### config.mk
export PLATFORM = sky130hd
export DESIGN_NAME = sram_arbiter_mp
export DESIGN_NICKNAME = d
export VERILOG_FILES = /design/src/rtl/sram_arb_pkg.sv /design/src/rtl/sram_arb_picker.sv /design/src/rtl/sram_arbiter_mp.sv
export SDC_FILE = /design/constraint.sdc
export NUM_CORES = 1
export LEC_CHECK = 0
export BUFFER_PORTS_ARGS = -buffer_cell sky130_fd_sc_hd__buf_2
export CORE_ASPECT_RATIO = 1.4
export CORE_UTILIZATION = 44
export CTS_CLUSTER_SIZE = 8
export DETAILED_ROUTE_END_ITERATION = 10
export PLACE_DENSITY = 0.95
export SYNTH_ARGS = -nofsm -noshare
export SYNTH_HDL_FRONTEND = slang
export SYNTH_SLANG_ARGS = --single-unit
### constraint.sdc
create_clock -name clka -period 3.15 [get_ports clka]
set_input_delay 0 -clock clka [delete_from_list [all_inputs] [get_ports clka]]
set_output_delay 0 -clock clka [all_outputs]
set_load 0.01 [all_outputs]
### src/rtl/sram_arb_pkg.sv
// rtl/sram_arb_pkg.sv - state encoding, wait-counter width and clog2 helper shared by the SRAM arbiter
package sram_arb_pkg;

   localparam logic [1:0] ST_IDLE   = 2'd0;
   localparam logic [1:0] ST_ACCESS = 2'd1;
   localparam logic [1:0] ST_DONE   = 2'd2;

   // Wide enough for WAIT_CYC up to 15
   localparam int CNT_W = 4;

   typedef enum logic [1:0] {
      S_IDLE   = ST_IDLE,
      S_ACCESS = ST_ACCESS,
      S_DONE   = ST_DONE
   } state_t;

   function automatic int clog2(input int value);
      int r;
      r = 0;
      while ((1 << r) < value) r++;
      return r;
   endfunction

endpackage

### src/rtl/sram_arb_picker.sv
// rtl/sram_arb_picker.sv - combinational winner select; SRAM_ARB_ROUND_ROBIN_EN selects round-robin, else fixed priority
module sram_arb_picker
   import sram_arb_pkg::*;
#(
   parameter int NUM_CH = 4,
   parameter int IDX_W  = clog2(NUM_CH)
) (
   input  logic [NUM_CH-1:0] req,
   input  logic [IDX_W-1:0]  last_grant,
   output logic              grant_valid,
   output logic [IDX_W-1:0]  grant_idx
);

`ifdef SRAM_ARB_ROUND_ROBIN_EN

   logic [IDX_W-1:0] cand;

   // Search from last_grant+1 upward with wrap; walking offsets downward lets the nearest requester win
   always_comb begin
      grant_valid = |req;
      grant_idx   = '0;
      cand        = '0;
      for (int off = NUM_CH; off >= 1; off--) begin
         cand = IDX_W'((int'(last_grant) + off) % NUM_CH);
         if (req[cand]) grant_idx = cand;
      end
   end

`else

   // The rotation pointer only matters for round-robin
   logic unused_last_grant;
   assign unused_last_grant = ^last_grant;

   // Fixed priority: lowest requesting index wins, as in the legacy mux
   always_comb begin
      grant_valid = |req;
      grant_idx   = '0;
      for (int i = NUM_CH - 1; i >= 0; i--) begin
         if (req[i]) grant_idx = IDX_W'(i);
      end
   end

`endif

endmodule

### src/rtl/sram_arbiter_mp.sv
// rtl/sram_arbiter_mp.sv - N-channel req/ack arbiter and access FSM for the external async SRAM (SRAM_ARB_ROUND_ROBIN_EN: round-robin)
module sram_arbiter_mp
   import sram_arb_pkg::*;
#(
   parameter int NUM_CH   = 4,
   parameter int ADDR_W   = 21,
   parameter int DATA_W   = 8,
   parameter int WAIT_CYC = 1,
   localparam int IDX_W   = clog2(NUM_CH)
) (
   input  logic                     clka,
   input  logic                     reset_n,
   input  logic [NUM_CH-1:0]        req,
   input  logic [NUM_CH-1:0]        we,
   input  logic [NUM_CH*ADDR_W-1:0] addr,
   input  logic [NUM_CH*DATA_W-1:0] wdata,
   output logic [NUM_CH-1:0]        ack,
   output logic [DATA_W-1:0]        rdata,
   output logic                     busy,
   output logic [IDX_W-1:0]         grant_id,
   output logic [ADDR_W-1:0]        SRAM_ADDR,
   input  logic [DATA_W-1:0]        SRAM_DATA_i,
   output logic [DATA_W-1:0]        SRAM_DATA_o,
   output logic                     SRAM_DATA_oe,
   output logic                     SRAM_WE_n,
   output logic                     SRAM_OE_n
);

   // Counter value of the final (hold) ACCESS cycle
   localparam logic [CNT_W-1:0] LAST_CNT = CNT_W'(WAIT_CYC);

   state_t            state_q, state_d;
   logic [CNT_W-1:0]  cnt_q, cnt_d;
   logic              wr_q, wr_d;
   logic [IDX_W-1:0]  grant_q, grant_d;
   logic [IDX_W-1:0]  last_q, last_d;
   logic [NUM_CH-1:0] ack_q, ack_d;
   logic [DATA_W-1:0] rdata_q, rdata_d;
   logic [DATA_W-1:0] dout_q, dout_d;
   logic [ADDR_W-1:0] addr_q, addr_d;
   logic              doe_q, doe_d;
   logic              we_n_q, we_n_d;
   logic              oe_n_q, oe_n_d;

   logic              pick_valid;
   logic [IDX_W-1:0]  pick_idx;

   sram_arb_picker #(
      .NUM_CH (NUM_CH),
      .IDX_W  (IDX_W)
   ) u_picker (
      .req         (req),
      .last_grant  (last_q),
      .grant_valid (pick_valid),
      .grant_idx   (pick_idx)
   );

   // Next-state and next-pin values; every pin is computed one cycle ahead so it leaves a flop
   always_comb begin
      state_d = state_q;
      cnt_d   = cnt_q;
      wr_d    = wr_q;
      grant_d = grant_q;
      last_d  = last_q;
      ack_d   = '0;
      rdata_d = rdata_q;
      dout_d  = dout_q;
      addr_d  = addr_q;
      doe_d   = doe_q;
      we_n_d  = we_n_q;
      oe_n_d  = oe_n_q;

      unique case (state_q)
         S_IDLE: begin
            if (pick_valid) begin
               state_d = S_ACCESS;
               cnt_d   = '0;
               wr_d    = we[pick_idx];
               grant_d = pick_idx;
               last_d  = pick_idx;
               addr_d  = addr[int'(pick_idx) * ADDR_W +: ADDR_W];
               dout_d  = wdata[int'(pick_idx) * DATA_W +: DATA_W];
               // Cycle 0 of ACCESS: write strobe low (WAIT_CYC >= 1), or output enable low for a read
               we_n_d  = ~we[pick_idx];
               oe_n_d  = we[pick_idx];
               doe_d   = we[pick_idx];
            end
         end

         S_ACCESS: begin
            if (cnt_q == LAST_CNT) begin
               state_d        = S_DONE;
               ack_d[grant_q] = 1'b1;
               we_n_d         = 1'b1;
               oe_n_d         = 1'b1;
               doe_d          = 1'b0;
               if (!wr_q) rdata_d = SRAM_DATA_i;
            end else begin
               cnt_d  = cnt_q + 1'b1;
               // WE_n rises for the final cycle so address and data are held past the strobe
               we_n_d = ~(wr_q && (cnt_d < LAST_CNT));
            end
         end

         S_DONE: begin
            state_d = S_IDLE;
         end

         default: begin
            state_d = S_IDLE;
         end
      endcase
   end

   // State and pin registers; async reset releases the strobes immediately and drops any transfer
   always_ff @(posedge clka or negedge reset_n) begin
      if (!reset_n) begin
         state_q <= S_IDLE;
         cnt_q   <= '0;
         wr_q    <= 1'b0;
         grant_q <= '0;
         last_q  <= IDX_W'(NUM_CH - 1);
         ack_q   <= '0;
         rdata_q <= '0;
         dout_q  <= '0;
         addr_q  <= '0;
         doe_q   <= 1'b0;
         we_n_q  <= 1'b1;
         oe_n_q  <= 1'b1;
      end else begin
         state_q <= state_d;
         cnt_q   <= cnt_d;
         wr_q    <= wr_d;
         grant_q <= grant_d;
         last_q  <= last_d;
         ack_q   <= ack_d;
         rdata_q <= rdata_d;
         dout_q  <= dout_d;
         addr_q  <= addr_d;
         doe_q   <= doe_d;
         we_n_q  <= we_n_d;
         oe_n_q  <= oe_n_d;
      end
   end

   assign ack          = ack_q;
   assign rdata        = rdata_q;
   assign busy         = (state_q != S_IDLE);
   assign grant_id     = grant_q;
   assign SRAM_ADDR    = addr_q;
   assign SRAM_DATA_o  = dout_q;
   assign SRAM_DATA_oe = doe_q;
   assign SRAM_WE_n    = we_n_q;
   assign SRAM_OE_n    = oe_n_q;

endmodule

==> results_dict.tcl <==
set metrics [dict create \
    route.detailed.drc 0 \
    syn_to_final_growth_pct 76.3 \
    fin_tns_setup_ns 0 \
    insertion_delay_ns 0.32 \
    ant_nets 0 \
    grt-ovfl-total 0 \
    swShare 0.358 \
    yosysTopAreaCell "dfrtp_1" \
    synth.top_cell.area_share 0.493 \
    final_cells 554 \
    start_util 0.461 \
    crit_path_end_kind "flop" \
    die_w_um 66.8 \
    cts_buffer_depth 2 \
    synth_commonest_cells "51 x dfrtp_1, 29 x a222oi_1, 29 x mux2i_1" \
    crit_chain "nor2_2 > inv_1 > nor3b_4 > buf_6 > a222oi_1 > dlygate4sd3_1 > o21ai_0 > dlygate4sd3_1" \
    synth_area_mm2 0.00259 \
    dp.cells 457 \
    wl_per_cell_um 19.5 \
    cts_max_level 2 \
    reg2reg_slack_ns 0.24 \
    first_pass_iters 6 \
    cts_buffers 5 \
    rsz0062_at_grt "no" \
    met3_length_um 951 \
    ys_types 39 \
    grt_max_degree 54 \
    syn_avg_cell_area_um2 11.8 \
    power_frac_seq 0.324 \
    viasPerCell 5.89 \
    min_period_ns 2.91 \
    clk_pin_slew_worst_paths_ns 0.11 \
    yosysMostFrequentCell "dfrtp_1" \
    clockRootBuffer "clkbuf_8" \
    max_stage_delay_ns 0.61 \
    rows 32 \
    p_sw_w 0.00136 \
    finalHoldViolations 0 \
    status "completed" \
    drt_wl_total_um 10800 \
    dieArea_mm2 0.00619 \
    maxCapViolCount 0 \
    pwr_density_cell_mw_per_mm2 834 \
    leakage_nw 2.33 \
    cp_slowest_cell "dlygate4sd3_1" \
    cts_sinks 53 \
    critPathMaxFanout 24 \
    total_power_w 0.00380 \
    route.met2.wl_um 5730 \
    tightestPinTransition_ns 1.19 \
    crit_arrival_ns 3.16 \
    io_pins 181 \
    r2r_end "SRAM_ADDR[13]$_DFFE_PN0P_" \
    netlist_top_cells_area "dfrtp_1 49%, a222oi_1 11%, mux2i_1 11%" \
    drive_gt1_frac 0.432 \
    reg2reg_depth 8 \
    critPathLaunchType "flop" \
    peakVddDrop_v 0.000576 \
    setup_viol 0 \
    syn_nets 356 \
    routabilityCongestion 0.872 \
    yosysSeqAreaShare 0.514 \
    hpwl_um 5780 \
    port_buffers 180 \
    groute.usage.overall 0.367 \
    grt_pass1_wl_um 16700 \
    yosysWarnings 0 \
    core_area_mm2 0.00561 \
    combPwrFrac 0.544 \
    period_share 0.924 \
    drt-initial-drc-count 382 \
    slew_headroom 0.210 \
    r2r_start "state_q[1]$_DFFE_PN0P_" \
    cts_tree "done" \
    timing.fmax_mhz 344 \
    post-route-util 0.814 \
    crit_type "flop to flop" \
    intPower_w 0.00244 \
    antenna_cells 0 \
    antenna_found_initial 0 \
    critPathRequiredTime_ns 3.40 \
    num_vias 3262 \
    slew_viol_final 0 \
    fill_cells 334 \
    final_nets 621 \
    hold_class "primary input to flop" \
    endpoint "SRAM_ADDR[13]$_DFFE_PN0P_" \
    synthesis.instances 220 \
    path_common_cell "dlygate4sd3_1" \
    wl_met1_um 3750 \
    clkPwrFrac 0.132 \
    topRoutingLayerUsed "met4" \
    startpoint "state_q[1]$_DFFE_PN0P_" \
    synth_edf_count 0 \
    async_flop_share 1.00 \
    die_h_um 92.7 \
    finClkSkew_ns 0.0131 \
    ys_ff_latch 53 \
    grt_pass1_vias 3471 \
    ys.flop_type "dfrtp_1" \
]
[layout make-up]
class	instances	area (um^2)	area share
Clock buffer	6	82.6	0.0181
Clock inverter	2	37.5	0.00823
Inverter	4	15.0	0.00329
Multi-Input combinational cell	147	1180	0.258
Sequential cell	53	1330	0.291
Tap cell	68	85.1	0.0187
Timing Repair Buffer	274	1830	0.402
[per-layer routing]
metal | vias up | track usage
met4 | 0 | 0.170
met2 | 246 | 0.633
li1 | 1405 | -
met3 | 42 | 0.0813
met1 | 1569 | 0.419
met5 | - | 0
[what timing repair did]
action,CTS,global route
setup buffers,0,0
gates resized for setup,0,4
setup endpoints to repair,0,18
endpoints found under the hold margin,88,0
hold buffers,89,0
[layout by cell type, fill, tap and decap left out, types with 2 or more instances in the layout]
cell type,n
buf_2,180
dlygate4sd3_1,89
dfrtp_1,51
mux2i_1,29
a222oi_1,29
o21ai_0,24
nand2_1,9
mux2_2,8
o21ai_1,8
clkbuf_8,6
nor2_1,5
inv_1,4
buf_4,4
nand2b_1,3
dfstp_2,2
nor3b_1,2
o211ai_1,2
nand4_1,2
xnor2_1,2
ha_1,2
[state kept, by name, indices dropped and copies added, names as in the netlist]
| register | flops |
|---|---|
| SRAM_ADDR | 21 |
| SRAM_DATA_o | 8 |
| SRAM_DATA_oe | 1 |
| SRAM_OE_n | 1 |
| SRAM_WE_n | 1 |
| ack | 4 |
| cnt_q | 4 |
| grant_id | 2 |
| rdata | 8 |
| state_q | 2 |
| wr_q | 1 |
[power groups by stage]
| stage | clock, W | combinational (W) | sequential [W] |
|---|---|---|---|
| 3_3_place_gp | 0 | 0.00130 | 0.00120 |
| 5_1_grt | 0.000531 | 0.00221 | 0.00126 |
| 2_1_floorplan | 0 | 0.000732 | 0.00132 |
| 6_report | 0.000502 | 0.00207 | 0.00123 |
| 4_1_cts | 0.000492 | 0.00195 | 0.00120 |
| 3_5_place_dp | 0 | 0.00135 | 0.00121 |
[cell families (layout without fill, tap and decap cells)]
| logic type | after synthesis | after routing | share of synthesized area |
|---|---|---|---|
| buf+inv | 20 | 286 | 0.0421 |
| simple gates | 34 | 34 | 0.0740 |
| flops | 53 | 53 | 0.514 |
| compound gates | 72 | 72 | 0.207 |
| mux | 37 | 37 | 0.147 |
| fa+ha+maj | 2 | 2 | 0.00967 |
| xor+xnor | 2 | 2 | 0.00677 |
[worst max-delay path, delay by kind of cell (launching register included)]
| family | cells | cell delay [ns] |
|---|---|---|
| buf+inv | 4 | 1.61 |
| simple gates | 2 | 0.59 |
| flops | 1 | 0.42 |
| compound gates | 2 | 0.21 |
[stage by stage]
step	worst slack [ns]	hold slack [ns]	cell area, um^2
3_3_place_gp	1.30	0.222	3530
3_5_place_dp	1.20	0.233	3530
5_1_grt	0.0877	0.0315	4560
4_1_cts	0.208	0.00455	4540
2_1_floorplan	1.43	-0.296	2590
6_report	0.240	0.0110	4560
[worst min-delay path by stage]
| stage | startpoint | endpoint | slack, ns | depth (start not counted) |
|---|---|---|---|---|
| 4_1_cts | wdata[28] | SRAM_DATA_o[4]$_DFFE_PN0P_ | 0.005 | 3 |
| 6_report | wdata[18] | SRAM_DATA_o[2]$_DFFE_PN0P_ | 0.01 | 3 |
| 3_5_place_dp | wdata[11] | SRAM_DATA_o[3]$_DFFE_PN0P_ | 0.23 | 3 |
| 2_1_floorplan | reset_n | SRAM_ADDR[0]$_DFFE_PN0P_ | -0.30 | 0 |
| 3_3_place_gp | addr[32] | SRAM_ADDR[11]$_DFFE_PN0P_ | 0.22 | 3 |
| 5_1_grt | wdata[28] | SRAM_DATA_o[4]$_DFFE_PN0P_ | 0.03 | 3 |
Power figures use the tool's default switching activity.
